===== src/rtl/step_sequencer_if.sv =====
// Move-command channel: direction, step count and step period under valid/ready.
// Combinational wires only, so it adds no latency.
// The sender holds its fields stable while cmd_valid is high and cmd_ready is low.
interface step_sequencer_if #(
    parameter int CNT_W = 32,
    parameter int PER_W = 16
);
    logic             cmd_valid;
    logic             cmd_ready;
    logic             cmd_dir;
    logic [CNT_W-1:0] cmd_steps;
    logic [PER_W-1:0] cmd_period;

    modport master (output cmd_valid, cmd_dir, cmd_steps, cmd_period, input cmd_ready);
    modport slave  (input cmd_valid, cmd_dir, cmd_steps, cmd_period, output cmd_ready);
endinterface


===== src/rtl/step_sequencer.sv =====
// Step/dir pulse scheduler for the microstepper, with abort and position tracking.
// First step rises 1 cycle after accept, or 1 + dir_setup cycles after accept; edges are per cycles apart.
// cmd_ready is high only in IDLE, so a command waits until the current move has finished.
module step_sequencer #(
    parameter int CNT_W = 32,
    parameter int PER_W = 16
) (
    input  logic             clk,
    input  logic             resetn,
    step_sequencer_if.slave  cmd,
    input  logic [7:0]       config_pulse_width,
    input  logic [7:0]       config_dir_setup,
    input  logic             abort,
    output logic             step,
    output logic             dir,
    output logic             busy,
    output logic             done,
    output logic [CNT_W-1:0] steps_remaining,
    output logic [CNT_W-1:0] position
);
    // Timer must hold pw + 1 (up to 256) even for narrow period widths
    localparam int TW = (PER_W > 9) ? PER_W : 9;
    localparam logic [TW-1:0]    T_ONE = TW'(1);
    localparam logic [CNT_W-1:0] C_ONE = CNT_W'(1);

    typedef enum logic [1:0] {S_IDLE, S_SETUP, S_HIGH, S_LOW} state_t;

    state_t           state_q, state_n;
    logic [TW-1:0]    tmr_q, tmr_n;
    logic [7:0]       pw_q;
    logic [TW-1:0]    per_q;
    logic             dir_q, step_q, done_q, abort_pend_q;
    logic [CNT_W-1:0] srem_q, pos_q;

    logic             accept, zero_len, need_setup, tmr_done, abort_hit;
    logic             step_n, done_n, enter_high, dir_next;
    logic [7:0]       pw_in;
    logic [TW-1:0]    pw_ext, per_in;

    assign accept     = cmd.cmd_valid && (state_q == S_IDLE);
    assign zero_len   = (cmd.cmd_steps == '0);
    assign need_setup = (cmd.cmd_dir != dir_q) && (config_dir_setup != 8'd0);
    assign tmr_done   = (tmr_q == '0);
    assign abort_hit  = abort || abort_pend_q;
    assign pw_in      = (config_pulse_width == 8'd0) ? 8'd1 : config_pulse_width;
    assign pw_ext     = TW'(pw_in);
    assign per_in     = (TW'(cmd.cmd_period) > pw_ext) ? TW'(cmd.cmd_period) : (pw_ext + T_ONE);
    assign dir_next   = accept ? cmd.cmd_dir : dir_q;

    always_ff @(posedge clk or negedge resetn) begin
        if (!resetn) state_q <= S_IDLE;
        else         state_q <= state_n;
    end

    always_comb begin
        state_n = state_q;
        case (state_q)
            S_IDLE:  if (accept && !zero_len) state_n = need_setup ? S_SETUP : S_HIGH;
            S_SETUP: if (abort) state_n = S_IDLE;
                     else if (tmr_done) state_n = S_HIGH;
            // An abort seen during the high time only takes effect once pw has elapsed
            S_HIGH:  if (tmr_done) state_n = abort_hit ? S_IDLE : S_LOW;
            S_LOW:   if (abort) state_n = S_IDLE;
                     else if (tmr_done) state_n = (srem_q != '0) ? S_HIGH : S_IDLE;
            default: state_n = S_IDLE;
        endcase
    end

    always_comb begin
        cmd.cmd_ready = (state_q == S_IDLE);
        busy          = (state_q != S_IDLE);
        step_n        = (state_n == S_HIGH);
        enter_high    = (state_n == S_HIGH) && (state_q != S_HIGH);
        done_n        = ((state_q != S_IDLE) && (state_n == S_IDLE)) || (accept && zero_len);
    end

    always_comb begin
        tmr_n = tmr_q;
        if (state_n != state_q) begin
            case (state_n)
                S_SETUP: tmr_n = TW'(config_dir_setup) - T_ONE;
                S_HIGH:  tmr_n = (accept ? pw_ext : TW'(pw_q)) - T_ONE;
                S_LOW:   tmr_n = per_q - TW'(pw_q) - T_ONE;
                default: tmr_n = '0;
            endcase
        end else if (!tmr_done) begin
            tmr_n = tmr_q - T_ONE;
        end
    end

    always_ff @(posedge clk or negedge resetn) begin
        if (!resetn) begin
            tmr_q        <= '0;
            pw_q         <= 8'd1;
            per_q        <= TW'(2);
            dir_q        <= 1'b0;
            step_q       <= 1'b0;
            done_q       <= 1'b0;
            abort_pend_q <= 1'b0;
            srem_q       <= '0;
            pos_q        <= '0;
        end else begin
            tmr_q        <= tmr_n;
            step_q       <= step_n;
            done_q       <= done_n;
            abort_pend_q <= (state_q == S_HIGH && state_n == S_HIGH) ? (abort_pend_q | abort) : 1'b0;
            if (accept) begin
                dir_q <= cmd.cmd_dir;
                pw_q  <= pw_in;
                per_q <= per_in;
            end
            if (accept)          srem_q <= enter_high ? (cmd.cmd_steps - C_ONE) : cmd.cmd_steps;
            else if (enter_high) srem_q <= srem_q - C_ONE;
            if (enter_high)      pos_q  <= dir_next ? (pos_q + C_ONE) : (pos_q - C_ONE);
        end
    end

    assign step            = step_q;
    assign dir             = dir_q;
    assign done            = done_q;
    assign steps_remaining = srem_q;
    assign position        = pos_q;
endmodule


===== src/flat_wrapper.sv =====
// flat-port wrapper written by rule: the top's interface ports become plain ports
module step_sequencer_flat 
#(
    parameter int CNT_W = 32,
    parameter int PER_W = 16
)
  (clk, resetn, config_pulse_width, config_dir_setup, abort, step, dir, busy, done, steps_remaining, position, cmd_cmd_valid, cmd_cmd_dir, cmd_cmd_steps, cmd_cmd_period, cmd_cmd_ready);
  step_sequencer_if #(.CNT_W(CNT_W), .PER_W(PER_W)) cmd_i ();
  input  logic clk;
  input  logic resetn;
  input  logic [7:0] config_pulse_width;
  input  logic [7:0] config_dir_setup;
  input  logic abort;
  output logic step;
  output logic dir;
  output logic busy;
  output logic done;
  output logic [CNT_W-1:0] steps_remaining;
  output logic [CNT_W-1:0] position;
  input wire logic [$bits(cmd_i.cmd_valid)-1:0] cmd_cmd_valid;
  input wire logic [$bits(cmd_i.cmd_dir)-1:0] cmd_cmd_dir;
  input wire logic [$bits(cmd_i.cmd_steps)-1:0] cmd_cmd_steps;
  input wire logic [$bits(cmd_i.cmd_period)-1:0] cmd_cmd_period;
  output wire logic [$bits(cmd_i.cmd_ready)-1:0] cmd_cmd_ready;
  assign cmd_i.cmd_valid = cmd_cmd_valid;
  assign cmd_i.cmd_dir = cmd_cmd_dir;
  assign cmd_i.cmd_steps = cmd_cmd_steps;
  assign cmd_i.cmd_period = cmd_cmd_period;
  assign cmd_cmd_ready = cmd_i.cmd_ready;
  step_sequencer #(.CNT_W(CNT_W), .PER_W(PER_W)) u_core (.clk(clk), .resetn(resetn), .cmd(cmd_i), .config_pulse_width(config_pulse_width), .config_dir_setup(config_dir_setup), .abort(abort), .step(step), .dir(dir), .busy(busy), .done(done), .steps_remaining(steps_remaining), .position(position));
endmodule

===== config.mk =====
export PLATFORM = sky130hd
export DESIGN_NAME = step_sequencer_flat
export DESIGN_NICKNAME = d
export VERILOG_FILES = /design/src/rtl/step_sequencer_if.sv /design/src/rtl/step_sequencer.sv /design/src/flat_wrapper.sv
export SDC_FILE = /design/constraint.sdc
export NUM_CORES = 1
export LEC_CHECK = 0
export ABC_AREA = 1
export BUFFER_PORTS_ARGS = -buffer_cell sky130_fd_sc_hd__buf_4
export CAP_MARGIN = 20
export CORE_MARGIN = 5
export CORE_UTILIZATION = 35
export DETAILED_ROUTE_END_ITERATION = 12
export PLACE_DENSITY = 0.58
export SYNTH_ARGS = -nofsm -noshare
export SYNTH_HDL_FRONTEND = slang
export SYNTH_SLANG_ARGS = --single-unit

===== constraint.sdc =====
create_clock -name clk -period 4.15 [get_ports clk]
set_input_delay 0.83 -clock clk [delete_from_list [all_inputs] [get_ports clk]]
set_output_delay 0.83 -clock clk [all_outputs]
set_load 0.01 [all_outputs]

==> out/metrics.cfg, run 1 <==
[run_status]
outcome = completed

[sta]
timing_hold_violations_final = 0
rsz0062_at_grt = no
tightestPinTransition_ps = 1034
final.hold.worst_slack_ps = 485.3
final.min_clock_period_ps = 3414
timing.fmax_mhz = 292.9
timing.final.max_slew_violations = 0
worst_clock_skew_ps = 18.72
maxSlewHeadroom_pct = 30.86
layout_worst_path_cycle_share_pct = 82.27
totalNegativeSetupSlack_ps = 0
count_of_final_setup_violators = 0

[place]
numPlacedInstances = 2073
port_buffers = 137
placement.cell_area_sq_mm = 0.01186
hpwl_after_dpl_mm = 26.16
gp_congestion = 0.9162

[yosys]
post_syn_area_per_cell_sq_um = 6.653
yosys.cell_types.count = 59
synthXorXnorAreaFrac_pct = 8.019
yosys_warnings = 0
post_syn_area_sq_mm = 0.01049
post_synth_and_or_nand_nor_area_fraction_pct = 37.76
synth_adder_area_share_pct = 6.706
yosysSeqAreaShare_pct = 26.28
synth_top_family_by_area = simple AND/OR/NAND/NOR gates
main_synth_ff_type = sky130_fd_sc_hd__dfrtp_1
syn_inst = 1576
post_synth_main_area_contributors = sky130_fd_sc_hd__dfrtp_1, sky130_fd_sc_hd__nand2_1, sky130_fd_sc_hd__ha_1
mux_share_of_post_synthesis_cell_area_pct = 0
postSynth.asyncResetShare_pct = 100.0
postSynthRegisterBits = 110
synth_enable_flop_cells = 0
synth-compound-area-share_pct = 12.71
syn_nets = 1700
netlist.area_leader.share_pct = 25.78
yosysTopAreaCell = sky130_fd_sc_hd__dfrtp_1

[final_layout]
post_route_cells_drive_above_1_share_pct = 15.19
area_delta_synth_final_pct = 15.72
finalNonFillerCells = 2089
antennaDiodeCount = 0
post-route-util_pct = 40.94
final_nets = 1818
finalInstanceArea_sq_mm = 0.01213

[power]
peakVddDrop_v = 0.0003593
cellLeakagePower_uw = 0.005963
net-switching-power_uw = 5686
cellInternalPower_uw = 4750
power_density_mw_per_mm2 = 860.2
clockPowerShare_pct = 8.3
seq_power_share_pct = 21.6
netSwitchingFraction_pct = 54.48
comb_power_share_pct = 70.1

[route]
drt_iter0_markers = 713
drt_drc_violations_left = 0
detail-route-antenna-nets = 0
routed_length_per_placed_instance_um = 16.08
drt-vias-per-instance = 5.088
vias = 10630
finalWirelength_mm = 33.59
first_pass_iters = 6

[setup_path]
worst-path-max-fanout = 11
startpoint_type = flip-flop
r2r_setup_slack_ps = 740
worstPathRequired_ps = 4370
path_class = reg -> reg
worstSetupEndpointType = flip-flop
cp_data_arrival_time_ps = 3630

[clock_tree]
cts_hold_buf = 0
clk_latency_ps = 370
ctsLongestPathBuffers = 2
path_clk_slew_ps = 80
tritoncts_clock_tree = built
cts_root_buf = sky130_fd_sc_hd__clkbuf_16
cts-resized-gates = 0
htreeDepth = 3
cts_buffers = 9
postCtsSetupBuffers = 0
cts_sinks = 110

[global_routing]
number_of_antenna_violations_at_the_first_check_in_global_routing = 0
grt_pass1_vias = 10230
grt_max_degree = 68
grtUsageTotal_pct = 19.81
grt.overflow.total = 0
grt_first_pass_wirelength_mm = 54.32

[floorplanning]
dieHeight_um = 183.1
start_util_pct = 35.38
placementRows = 63
design.die.area_sq_mm = 0.03352
top_level_ports = 138
core_area_sq_mm = 0.02964
die-width_um = 183.1

[hold_path]
min-delay-path-class = in -> async

[run]
max_cap_viols = 0

==> critical path: stages (launching register included) <==
cell and delay [ps]:
sky130_fd_sc_hd__dfrtp_1 560, sky130_fd_sc_hd__nor2_4 100, sky130_fd_sc_hd__nand2_4 110, sky130_fd_sc_hd__inv_2 40, sky130_fd_sc_hd__or2_2 270, sky130_fd_sc_hd__o21ai_2 240, sky130_fd_sc_hd__fa_1 330, sky130_fd_sc_hd__nand2_1 50
sky130_fd_sc_hd__o21ai_0 330, sky130_fd_sc_hd__a21oi_1 230, sky130_fd_sc_hd__o21ai_0 480, sky130_fd_sc_hd__nand2_1 100, sky130_fd_sc_hd__nand2_1 110, sky130_fd_sc_hd__nand2_1 60, sky130_fd_sc_hd__nand2_1 70, sky130_fd_sc_hd__xnor2_1 110
sky130_fd_sc_hd__o21ai_0 80
==> Yosys cell counts (all sizes together) (2+ instances only) <==
master,instances
nor4,7
o21a,7
nand2,445
fa,2
dfstp,2
clkinv,2
or2,12
buf,30
o221ai,3
nand4,54
o21bai,6
o22ai,2
xnor2,28
xor2,68
o2111ai,4
nand3b,8
a21o,4
nor2,191
a21oi,88
o21ai,99
nor3,27
and2,2
dfrtp,108
ha,53
a31oi,6
o211ai,6
clkbuf,12
nand3,123
inv,169
==> stage by stage <==
stage          setup slack [ps]  total power, uW
3_5_place_dp              421.7             9571
6_report                  736.0            10440
2_1_floorplan             562.0             7524
3_3_place_gp              497.3             9505
5_1_grt                   314.8            11570
4_1_cts                   707.8            10500
==> area by class of cell <==
type                            instances  area (sq um)
Inverter                              171         644.4
Timing Repair Buffer                  149          1131
Clock inverter                          5         42.54
Clock buffer                           11         232.7
Sequential cell                       110          2755
Multi-Input combinational cell       1253          6839
Fill cell                            3213         17510
Tap cell                              390         488.0
==> power groups by stage <==
stage                     Clock [uW]  Sequential (uW)  Combinational (uW)
after CTS                        900             2250                7350
after global routing             934             2330                8310
after floorplan                    0             2220                5300
after detailed placement           0             2260                7310
final                            867             2250                7320
after global placement             0             2260                7240
==> path summary, 6_finish.rpt <==
kind	startpoint	end	depth (start not counted)
max	u_core.state_q[0]	u_core.position[22]	16
min	resetn	u_core.steps_remaining[25]	1
max reg2reg	u_core.state_q[0]	u_core.position[22]	16
min reg2reg	u_core.per_q[2]	u_core.per_q[2]	2
max in group asynchronous	resetn	u_core.pw_q[0]	2
min in group clk	u_core.per_q[2]	u_core.per_q[2]	2
==> kinds of logic after synthesis <==
logic type,after synthesis
AND/OR/NAND/NOR,872
AO/OA/AOI/OAI,230
buffers and inverters,213
flip-flops,110
XOR/XNOR,96
adder cells (fa/ha/maj),55
==> layer usage <==
layer  vias to the layer above  wire length, um  track usage (%)
li1                       5422                -                -
met2                       275            14930            31.16
met5                         -                0                0
met3                        27             1868            3.273
met4                         0              626            5.215
met1                      4905            16170            28.37
==> layout by cell type, fill, tap and decap left out, types with 21 or more instances in the layout <==
cell,synthesis,routed
sky130_fd_sc_hd__a21oi_1,78,78
sky130_fd_sc_hd__buf_4,9,148
sky130_fd_sc_hd__dfrtp_1,108,108
sky130_fd_sc_hd__ha_1,53,53
sky130_fd_sc_hd__inv_1,153,153
sky130_fd_sc_hd__nand2_1,427,427
sky130_fd_sc_hd__nand3_1,117,117
sky130_fd_sc_hd__nand4_1,53,53
sky130_fd_sc_hd__nor2_1,171,171
sky130_fd_sc_hd__nor3_1,26,26
sky130_fd_sc_hd__o21ai_0,73,73
sky130_fd_sc_hd__o21ai_1,22,21
sky130_fd_sc_hd__xnor2_1,28,28
sky130_fd_sc_hd__xor2_1,68,68
==> state kept, by name, summed over array words and instances (netlist names) <==
signal                  count
u_core.pw_q                 8
u_core.dir                  1
u_core.step                 1
u_core.state_q              2
u_core.tmr_q               16
u_core.steps_remaining     32
u_core.per_q               16
u_core.abort_pend_q         1
u_core.position            32
u_core.done                 1
Note: power is estimated with default switching activity, not from simulation.
==> run 2, diff against run 1 <==
Settings changed: PLACE_DENSITY 0.58 to 0.56.
Clock period 4.15 ns to 3.2 ns, I/O delays scaled along.
==> run 2 against run 1 <==
Net effect: clock power is 35% higher; sequential power grew 28%; hold slack worse by 250 ps; utilization increased by 1.8 points; setup slack worse by 460 ps; power is 39% higher; maximum frequency rose by 17%.
==> out/metrics.cfg, run 2 (synthesized netlist as in run 1, its figures left out) <==
[run_status]
outcome = completed  ; unchanged

[final_layout]
post_route_cells_drive_above_1_share_pct = 18.34  ; was 15.19%
finalNonFillerCells = 2151  ; was 2089
finalInstanceArea_sq_mm = 0.01266  ; was 0.01213 sq mm
area_delta_synth_final_pct = 20.70  ; was 15.72%
most_common_library_cell_in_the_layout_ignoring_fill_and_taps = sky130_fd_sc_hd__nand2_1  ; unchanged
most-common-layout-cells = sky130_fd_sc_hd__nand2_1, sky130_fd_sc_hd__buf_4, sky130_fd_sc_hd__nor2_1, sky130_fd_sc_hd__inv_1, sky130_fd_sc_hd__nand3_1  ; was sky130_fd_sc_hd__nand2_1, sky130_fd_sc_hd__nor2_1, sky130_fd_sc_hd__inv_1, sky130_fd_sc_hd__buf_4, sky130_fd_sc_hd__nand3_1
final_nets = 1880  ; was 1818
antennaDiodeCount = 0  ; unchanged
post-route-util_pct = 42.70  ; was 40.94%

[route]
first_pass_iters = 5  ; was 6
vias = 10880  ; was 10630
routed_length_per_placed_instance_um = 15.91  ; was 16.08 um
drt-vias-per-instance = 5.056  ; was 5.088
drt_drc_violations_left = 0  ; unchanged
detail-route-antenna-nets = 0  ; unchanged
drt_iter0_markers = 684  ; was 713
finalWirelength_mm = 34.23  ; was 33.59 mm

[sta]
tightestPinTransition_ps = 729.8  ; was 1034 ps
timing.final.max_slew_violations = 0  ; unchanged
count_of_final_setup_violators = 0  ; unchanged
maxSlewHeadroom_pct = 51.35  ; was 30.86%
final_critical_path_setup_slack_ps = 275.0  ; was 736.0 ps
worst_clock_skew_ps = 21.31  ; was 18.72 ps
layout_worst_path_cycle_share_pct = 91.41  ; was 82.27%
timing.fmax_mhz = 341.9  ; was 292.9 MHz
timing_hold_violations_final = 0  ; unchanged
final.min_clock_period_ps = 2925  ; was 3414 ps
final.hold.worst_slack_ps = 238.1  ; was 485.3 ps

[power]
seq_power_share_pct = 19.9  ; was 21.6%
cellLeakagePower_uw = 0.006293  ; was 0.005963 uW
netSwitchingFraction_pct = 52.29  ; was 54.48%
power_density_mw_per_mm2 = 1148  ; was 860.2 mW/mm^2
peakVddDrop_v = 0.0005380  ; was 0.0003593 V
clockPowerShare_pct = 8.1  ; was 8.3%
comb_power_share_pct = 72.0  ; was 70.1%
cellInternalPower_uw = 6932  ; was 4750 uW
net-switching-power_uw = 7597  ; was 5686 uW

[global_routing]
grt_max_degree = 76  ; was 68
grt_pass1_vias = 10330  ; was 10230
grtUsageTotal_pct = 20.27  ; was 19.81%
number_of_antenna_violations_at_the_first_check_in_global_routing = 0  ; unchanged
grt.overflow.total = 0  ; unchanged
grt_first_pass_wirelength_mm = 55.37  ; was 54.32 mm

[place]
placement.cell_area_sq_mm = 0.01236  ; was 0.01186 sq mm
numPlacedInstances = 2135  ; was 2073
gp_congestion = 0.9255  ; was 0.9162
port_buffers = 137  ; unchanged
hpwl_after_dpl_mm = 26.92  ; was 26.16 mm
place_worst_setup_slack_ps = -48.59  ; was 421.7 ps

[setup_path]
worst-path-max-fanout = 20  ; was 11
slowest_delay_ps = 390  ; was 560 ps
rr_startpoint = u_core.state_q[0]  ; unchanged
worstPathRequired_ps = 3460  ; was 4370 ps
worstSetupEndpointType = flip-flop  ; unchanged
path_class = reg -> reg  ; unchanged
r2r_setup_slack_ps = 270  ; was 740 ps
cp_data_arrival_time_ps = 3190  ; was 3630 ps
worstPathCellList = nor2_4 -> nand2_4 -> inv_2 -> or2_2 -> o21ai_4 -> buf_12 -> buf_4 -> ha_1 -> a21oi_1 -> o21ai_0 -> a21oi_1 -> nand3_1 -> nand2_1 -> nand2_1 -> or2_2 -> nand3_1 -> nand2_1  ; was nor2_4 -> nand2_4 -> inv_2 -> or2_2 -> o21ai_2 -> fa_1 -> nand2_1 -> o21ai_0 -> a21oi_1 -> o21ai_0 -> nand2_1 -> nand2_1 -> nand2_1 -> nand2_1 -> xnor2_1 -> o21ai_0
startpoint_type = flip-flop  ; unchanged
worst_path_max_delay_cell = sky130_fd_sc_hd__dfrtp_1  ; unchanged
rr_endpoint = u_core.position[23]  ; was u_core.position[22]
cpMostUsedCell = sky130_fd_sc_hd__nand2_1  ; unchanged
worst-r2r-cell-count = 17  ; was 16

[floorplanning]
die-width_um = 183.1  ; unchanged
design.die.area_sq_mm = 0.03352  ; unchanged
dieHeight_um = 183.1  ; unchanged
placementRows = 63  ; unchanged
top_level_ports = 138  ; unchanged
start_util_pct = 35.38  ; unchanged
core_area_sq_mm = 0.02964  ; unchanged

[clock_tree]
clk_latency_ps = 370  ; about the same
htreeDepth = 3  ; unchanged
cts_buffers = 9  ; unchanged
path_clk_slew_ps = 80  ; about the same
cts_root_buf = sky130_fd_sc_hd__clkbuf_16  ; unchanged
tritoncts_clock_tree = built  ; unchanged
ctsLongestPathBuffers = 2  ; unchanged
cts_sinks = 110  ; unchanged

[hold_path]
min-delay-path-class = in -> async  ; unchanged

[run]
max_cap_viols = 0  ; unchanged

==> run 2: cell types whose count changed in the layout (fill, tap and decap cells not counted), sizes merged <==
| cell | change |
|---|---|
| clkinv | +2 |
| buf | +62 |
| clkinvlp | -1 |
| inv | -1 |
==> run 2: final cells by class <==
type	instances	area, sq um
Multi-Input combinational cell	1253	6852
Clock inverter	5	42.54
Inverter	171	644.4
Clock buffer	11	252.7
Fill cell	3154	16980
Tap cell	390	488.0
Sequential cell	110	2755
Timing Repair Buffer	211	1622
==> run 2: how the worst max path moves through the flow <==
stage,from,end,slack [ps],cells after the start
floorplan,u_core.state_q[0],u_core.position[22],20,15
global route,u_core.state_q[0],u_core.position[27],-10,20
detailed placement,cmd_cmd_valid,u_core.position[23],-50,17
finish,u_core.state_q[0],u_core.position[23],270,17
CTS,u_core.state_q[0],u_core.position[27],250,20
global placement,cmd_cmd_valid,u_core.position[21],10,15
==> run 2: stage by stage <==
step,total power [uW],setup TNS [ps]
floorplan,9766,0
global placement,13290,0
detailed placement,13350,-97.49
CTS,14600,0
global route,16040,-11.28
finish,14530,0
==> run 2: routing by layer <==
layer	up-vias	GRT usage [%]	wire length [um]
met2	288	31.93	15180
met4	0	5.810	777
met1	5011	29.22	16650
met5	-	0	0
li1	5532	-	-
met3	44	2.598	1628
==> run 2: power by group through the flow <==
| stage | Combinational (uW) | Clock (uW) | Sequential (uW) |
|---|---|---|---|
| 2_1_floorplan | 6890 | 0 | 2880 |
| 6_report | 10500 | 1170 | 2890 |
| 4_1_cts | 10500 | 1210 | 2900 |
| 3_5_place_dp | 10400 | 0 | 2910 |
| 5_1_grt | 11800 | 1270 | 3000 |
| 3_3_place_gp | 10400 | 0 | 2930 |
==> run 2: critical path: cells and delay by family (launching register included) <==
kind,cells,cell delay (ps)
adders and majority gates,1,280
AOI/OAI and AO/OA,4,580
DFF,1,390
and+or+nand+nor,9,1130
buffers and inverters,3,440
==> run 2: repair_timing <==
action / 4_1_cts / 5_1_grt
hold buffers: 0 / 0
buffers inserted: 0 / 0
gates resized for setup: 0 / 2
hold endpoints to repair: 0 / 0
setup endpoints to repair: 0 / 2
